**config.mk**
```make
export PLATFORM = sky130hd
export DESIGN_NAME = bus_share_arb
export DESIGN_NICKNAME = d
export VERILOG_FILES = /design/src/rtl/bus_share_arb.sv
export SDC_FILE = /design/constraint.sdc
export NUM_CORES = 1
export LEC_CHECK = 0
export CORE_MARGIN = 8
export CORE_UTILIZATION = 45
export DETAILED_ROUTE_END_ITERATION = 16
export PLACE_DENSITY = 0.88
export SYNTH_ARGS = -nofsm -noshare
export SYNTH_HDL_FRONTEND = slang
export SYNTH_SLANG_ARGS = --single-unit
export TNS_END_PERCENT = 10
```
**constraint.sdc**
```tcl
create_clock -name CLK -period 4.9 [get_ports CLK]
set_input_delay 0.49 -clock CLK [delete_from_list [all_inputs] [get_ports CLK]]
set_output_delay 0.49 -clock CLK [all_outputs]
set_load 0.1 [all_outputs]
```
**src/rtl/bus_share_arb.sv**
```systemverilog
// Round-robin arbiter that shares one WIDTH-bit write port between requesters A and B.
// Grant is one cycle after request; the accepted word is registered, so O_VALID comes one cycle after acceptance.
// Back-pressure: RDY=0 holds the grant, the burst count and the data selection.
module bus_share_arb #(
    parameter int WIDTH     = 16,
    parameter int MAX_BURST = 4
) (
    input  logic             CLK,
    input  logic             RST,
    input  logic             REQ_A,
    input  logic [WIDTH-1:0] DATA_A,
    input  logic             REQ_B,
    input  logic [WIDTH-1:0] DATA_B,
    input  logic             RDY,
    output logic             GNT_A,
    output logic             GNT_B,
    output logic             SEL,
    output logic [WIDTH-1:0] O,
    output logic             O_VALID
);

    typedef enum logic [1:0] {
        IDLE  = 2'd0,
        OWN_A = 2'd1,
        OWN_B = 2'd2
    } state_t;

    localparam logic       LAST_A = 1'b0;
    localparam logic       LAST_B = 1'b1;
    localparam logic [7:0] CAP    = 8'(MAX_BURST);

    state_t           state_q, state_d;
    logic             last_q, last_d;
    logic [7:0]       cnt_q, cnt_d;
    logic [7:0]       cnt_inc;
    logic             gnt_a_q, gnt_a_d;
    logic             gnt_b_q, gnt_b_d;
    logic [WIDTH-1:0] o_q, o_d;
    logic             o_valid_q, o_valid_d;

    always_comb begin
        state_d   = state_q;
        last_d    = last_q;
        cnt_d     = cnt_q;
        o_d       = o_q;
        o_valid_d = 1'b0;
        cnt_inc   = cnt_q + 8'd1;

        case (state_q)
            IDLE: begin
                cnt_d = 8'd0;
                if (REQ_A && REQ_B) begin
                    state_d = (last_q == LAST_B) ? OWN_A : OWN_B;
                end else if (REQ_A) begin
                    state_d = OWN_A;
                end else if (REQ_B) begin
                    state_d = OWN_B;
                end
            end

            OWN_A: begin
                if (!REQ_A) begin
                    last_d  = LAST_A;
                    cnt_d   = 8'd0;
                    state_d = REQ_B ? OWN_B : IDLE;
                end else if (RDY) begin
                    o_d       = DATA_A;
                    o_valid_d = 1'b1;
                    if (cnt_inc == CAP) begin
                        // Cap reached: hand over only if B is waiting, else start a fresh burst.
                        cnt_d = 8'd0;
                        if (REQ_B) begin
                            state_d = OWN_B;
                            last_d  = LAST_A;
                        end
                    end else begin
                        cnt_d = cnt_inc;
                    end
                end
            end

            OWN_B: begin
                if (!REQ_B) begin
                    last_d  = LAST_B;
                    cnt_d   = 8'd0;
                    state_d = REQ_A ? OWN_A : IDLE;
                end else if (RDY) begin
                    o_d       = DATA_B;
                    o_valid_d = 1'b1;
                    if (cnt_inc == CAP) begin
                        cnt_d = 8'd0;
                        if (REQ_A) begin
                            state_d = OWN_A;
                            last_d  = LAST_B;
                        end
                    end else begin
                        cnt_d = cnt_inc;
                    end
                end
            end

            default: begin
                state_d = IDLE;
                cnt_d   = 8'd0;
            end
        endcase

        gnt_a_d = (state_d == OWN_A);
        gnt_b_d = (state_d == OWN_B);
    end

    always_ff @(posedge CLK) begin
        if (RST) begin
            state_q   <= IDLE;
            last_q    <= LAST_B;
            cnt_q     <= 8'd0;
            gnt_a_q   <= 1'b0;
            gnt_b_q   <= 1'b0;
            o_q       <= '0;
            o_valid_q <= 1'b0;
        end else begin
            state_q   <= state_d;
            last_q    <= last_d;
            cnt_q     <= cnt_d;
            gnt_a_q   <= gnt_a_d;
            gnt_b_q   <= gnt_b_d;
            o_q       <= o_d;
            o_valid_q <= o_valid_d;
        end
    end

    assign GNT_A   = gnt_a_q;
    assign GNT_B   = gnt_b_q;
    assign SEL     = gnt_b_q;
    assign O       = o_q;
    assign O_VALID = o_valid_q;

endmodule

```
==> impl_metrics.toml, run 1 <==
[worst_setup_path]
crit_type = "flip-flop to flip-flop"
worst_ep_arrival_time_ns = 2.59
timing.rr.start = "state_q[0]"
cp_max_fo = 24
r2r_slack_ns = 2.54
startpoint_type = "flip-flop"
worstPathRequired_ns = 5.13
cp-end-kind = "flip-flop"
regToRegEndpoint = "GNT_A"
r2r_cells = 5

[clock_tree]
clk_path_buf_depth = 2
numCtsBuffers = 5
cts_resized = 0
clk_pin_slew_worst_paths_ns = 0.09
cts_hold_repair.buffers = 0
clk_latency_ns = 0.33
cts.root.buffer_cell = "clkbuf_4"
cts.sink_count = 30
h-tree-depth = 2
cts_tree = "yes"
post-cts-setup-buffer-count = 0

[route]
routed_via_density = 5.21
drc = 0
dr.pass1.iters = 4
detail_route.iter0.violations = 109
drtAntennaViolNets = 0
wl_per_cell_um = 14.5
routed_wl_um = 3920
vias = 1408

[pwr]
p_per_area_mw_per_mm2 = 427
p_leak_nw = 0.767
ir_worst_vdd_mv = 0.229

[global_routing]
grtUsageMet1_pct = 17.3
grtUsageMet3_pct = 10.9
grt_use_total_pct = 15.2
grt_overflow = 0
grt_pass1_vias = 1439
grt_first_pass_wirelength_um = 6370
antenna_found_initial = 0
grt_util_met2_pct = 21.3
grt-busiest-layer = "met2"
grt_max_degree = 33

[timing]
finalSetupViolations = 0
tightestPinTransition_ns = 1.18
rsz0062_at_grt = "false"
maxSlewViolCount = 0
hold_ws_ns = 0.501
skew_ns = 0.00703
tns_ns = 0
slew_headroom_pct = 21.6
fmax_mhz = 423
fin_crit_ns = 2.36
period_share_pct = 48.3
finalHoldViolCount = 0

[hold_path]
hold_depth = 2
hold_path_class = "flip-flop to flip-flop"
whs_endpoint = "O[14]"
hold_start = "O[14]"

[finish]
fillers = 297
drive_gt1_share_pct = 6.70
final_nets = 267
diodes = 0
syn2layout_area_growth_pct = 39.4

[floorplan]
rows = 21
initial_utilization_pct = 47.1
io_pins = 57
coreArea_mm2 = 0.00336
die-area_mm2 = 0.00567
die_w_um = 75.3
fp.dieH_um = 75.3

[synth]
synthesis.instances = 173
synth_area_mm2 = 0.00158
yosysWarningCount = 0
syn-num-nets = 215
avgSynthCellArea_um2 = 9.15
ys_async_sr_fraction_pct = 0
synth_edf_count = 0
ys_ff_latch = 30
seq_area_frac_synth_pct = 37.9
yosys_most_used_dff = "dfxtp_1"
synthDistinctLibCells = 37

[place]
routabilityCongestion = 0.877
io_buffers = 56
dp_hpwl_um = 2990

[outcome]
outcome = "complete, no violations"

[flow_run]
cap_violations = 0
-- critical path: stages (launching register included) --
cell and delay (ns):
dfxtp_1 0.36, inv_1 0.11, ha_1 0.95, nand3_1 0.28, o221a_4 0.35, nor4b_2 0.22
-- worst max-delay path by stage --
| stage | end | start | slack (ns) |
|---|---|---|---|
| finish | GNT_A | state_q[0] | 2.54 |
| global route | GNT_A | state_q[0] | 2.35 |
| CTS | GNT_A | state_q[0] | 2.45 |
| detailed placement | O[2] | RDY | 2.40 |
| global placement | O[2] | RDY | 2.50 |
| floorplan | SEL | GNT_B | 3.05 |
-- report_power, final --
group	switching [W]	internal, W
clock	0.0000776	0.0000645
sequential	0.0000206	0.000281
combinational	0.000355	0.000143
-- synthesized netlist by cell type, types with 3 or more instances --
cell,instances,area (um2)
ha_1,5,62.6
xor2_1,3,26.3
nand2b_1,4,25.0
nand4_1,3,18.8
a21oi_1,5,25.0
buf_2,4,20.0
nand2_1,11,41.3
inv_1,5,18.8
clkbuf_1,6,22.5
a211oi_1,17,128
mux2i_1,17,170
xnor2_1,3,26.3
nor2_1,26,97.6
dfxtp_1,30,601
nand3_1,6,30.0
and3_1,3,18.8
-- flip-flops by register name, summed over array words and instances, names as in the netlist --
name     flops
O_VALID      1
state_q      2
GNT_A        1
cnt_q        8
O           16
last_q       1
GNT_B        1
-- placed cells by master, fill, tap and decap left out, types with 3 or more instances in the layout --
cell / Yosys / routed
nand3_1: 6 / 6
and3_1: 3 / 3
mux2i_1: 17 / 17
xor2_1: 3 / 3
nand4_1: 3 / 3
clkdlybuf4s50_1: 0 / 56
ha_1: 5 / 5
nor2_1: 26 / 26
xnor2_1: 3 / 3
clkbuf_4: 0 / 5
a21oi_1: 5 / 5
nand2_1: 11 / 11
nand2b_1: 4 / 4
a211oi_1: 17 / 17
dfxtp_1: 30 / 30
inv_1: 5 / 5
-- per-stage QoR --
stage	instances	total power, W	util [%]	cell area, um2	setup slack, ns
floorplan	173	0.000682	-	1580	3.05
global route	270	0.000994	65.6	2210	2.35
CTS	270	0.000950	65.6	2210	2.45
finish	270	0.000941	65.6	2210	2.54
detailed placement	264	0.000806	64.1	2150	2.40
global placement	264	0.000799	64.1	2150	2.50
-- layer usage --
metal / part of all wire [%] / vias to the layer above / routed length, um
met5: 0 / - / 0
met4: 1.7 / 0 / 66
met3: 13 / 7 / 517
met2: 42 / 58 / 1640
met1: 43 / 617 / 1700
li1: - / 726 / -
-- cell type report --
type	instances	area (um2)	share of cell area, %
multi-input combinational	126	910	41.2
sequential	30	601	27.2
timing repair buffer	57	568	25.8
tap	46	57.6	2.61
clock buffer	6	51.3	2.33
inverter	5	18.8	0.851
-- logic make-up after synthesis --
kind of cell | share of synthesized area [%]
simple gates | 20.2
xor+xnor | 3.32
flops | 37.9
buf+inv | 4.59
mux | 11.5
fa+ha+maj | 3.95
compound gates | 18.6
Power figures use the tool's default switching activity.
==> run 2: changes to the inputs <==
- CORE_UTILIZATION: 45 -> 44
- PLACE_DENSITY: 0.88 -> 0.87
- clock period: 4.9 -> 2.2 ns (I/O delays scaled with it)
==> run 2 against run 1 <==
Compared with the run above: die area increased by 1.8%; combinational power is 120% higher; register-to-register slack worse by 2.3 ns; worst hold slack barely moved; core utilization shrank 0.25 points; via count grew 0.14%; sequential power up 120%; sequential share of layout area down 0.11 points; count of clock-buffer cells in the layout rose by 1; critical path depth up 1; highest routed layer unchanged.
==> impl_metrics.toml, run 2 (same netlist as run 1, synthesis figures left out) <==
[finish]
fillers = 285
stdcell_area_mm2 = 0.00221
syn2layout_area_growth_pct = 39.9
utilization_pct = 65.3
layout_commonest_cell = "clkdlybuf4s50_1"
multi_input_area_um2 = 910
drive_gt1_share_pct = 17.7
diodes = 0
final_cell_mix = "clkdlybuf4s50_1 (36), dfxtp_1 (30), nor2_1 (26), buf_4 (25)"
ff_latch_area_um2 = 601
largest_reg_flops = 16
final_nets = 272

[global_routing]
antenna_found_initial = 0
grt_overflow = 0
grt_max_degree = 33
grt_pass1_vias = 1397
grt_first_pass_wirelength_um = 6170
grt_use_total_pct = 12.8

[route]
routed_via_density = 5.09
detail_route.iter0.violations = 77
wl_per_cell_um = 13.7
drtAntennaViolNets = 0
vias = 1410
dr.pass1.iters = 4
drc = 0
routed_wl_um = 3790

[clock_tree]
post-cts-setup-buffer-count = 0
cts.sink_count = 30
cts_resized = 0
cts_hold_repair.buffers = 0
h-tree-depth = 2
cts.root.buffer_cell = "clkbuf_4"
clk_pin_slew_worst_paths_ns = 0.09
numCtsBuffers = 5
clk_latency_ns = 0.33
clk_path_buf_depth = 2
cts_tree = "yes"

[floorplan]
die-area_mm2 = 0.00577
fp.dieH_um = 76.0
io_pins = 57
coreArea_mm2 = 0.00339
rows = 21
die_w_um = 76.0
initial_utilization_pct = 46.7

[timing]
tightestPinTransition_ns = 0.358
maxSlewViolCount = 0
fin_crit_ns = 1.93
fmax_mhz = 519
finalSetupViolations = 0
finalHoldViolCount = 0
rsz0062_at_grt = "false"
slew_headroom_pct = 76.1
period_share_pct = 87.5
skew_ns = 0.00684
tns_ns = 0

[hold_path]
hold_start = "O[8]"
hold_path_class = "flip-flop to flip-flop"

[worst_setup_path]
crit_type = "flip-flop to flip-flop"
timing.rr.start = "cnt_q[0]"
worstPathRequired_ns = 2.45
startpoint_type = "flip-flop"
cp_max_fo = 4
crit_start = "cnt_q[0]"
worst_ep_arrival_time_ns = 2.17
cp-end-kind = "flip-flop"

[pwr]
p_leak_nw = 0.835
ir_worst_vdd_mv = 0.586
p_per_area_mw_per_mm2 = 955

[place]
routabilityCongestion = 0.886
place_area_mm2 = 0.00215
dp_hpwl_um = 3010
io_buffers = 56

[flow_run]
cap_violations = 0

[outcome]
outcome = "complete, no violations"
-- run 2: cell count changes in the layout (fill, tap and decap cells not counted), sizes merged --
cell / before / now
clkdlybuf4s50: 56 / 36
buf: 1 / 26
clkbuf: 6 / 7
clkinv: 0 / 1
-- run 2: metal layers --
layer / vias up / share of wire, % / track usage, %
met5: - / 0 / 0
met3: 6 / 11 / 7.90
met2: 50 / 44 / 19.1
met1: 620 / 43 / 14.0
li1: 734 / - / -
met4: 0 / 1.5 / 5.88
-- run 2: area by class of cell --
type,instances,area share [%]
clock buffers,7,2.49
inverters,5,0.847
well taps,46,2.60
flip-flops and latches,30,27.1
clock inverters,1,0.226
multi-input cells,126,41.1
repair buffers,62,25.6
-- run 2: power breakdown --
| part | internal, W | switching (W) |
|---|---|---|
| registers | 0.000626 | 0.0000449 |
| logic | 0.000310 | 0.000787 |
| clock network | 0.000155 | 0.000192 |
-- run 2: metrics by stage --
step                setup WS, ns  total power [W]  cells  hold slack [ns]
global placement           0.288          0.00178    269            0.477
CTS                        0.271          0.00214    277            0.506
finish                     0.274          0.00211    277            0.501
floorplan                  0.390          0.00152    173            0.294
detailed placement         0.267          0.00179    269            0.493
global route               0.190          0.00222    277            0.520
-- run 2: final timing paths --
path | endpoint | slack [ns] | depth (start not counted)
worst max-delay path | GNT_B | 0.27 | 6
worst min-delay path | O[8] | 0.50 | 2
worst max register to register | GNT_B | 0.27 | 6
worst min register to register | O[8] | 0.50 | 2
-- run 2: worst max-delay path, cell delays in order (launching register included) --
cell and delay (ns):
dfxtp_1 0.37, ha_1 0.20, nand2b_1 0.06, or4_4 0.44, a2111oi_4 0.35, o221a_4 0.25, nor4b_4 0.17
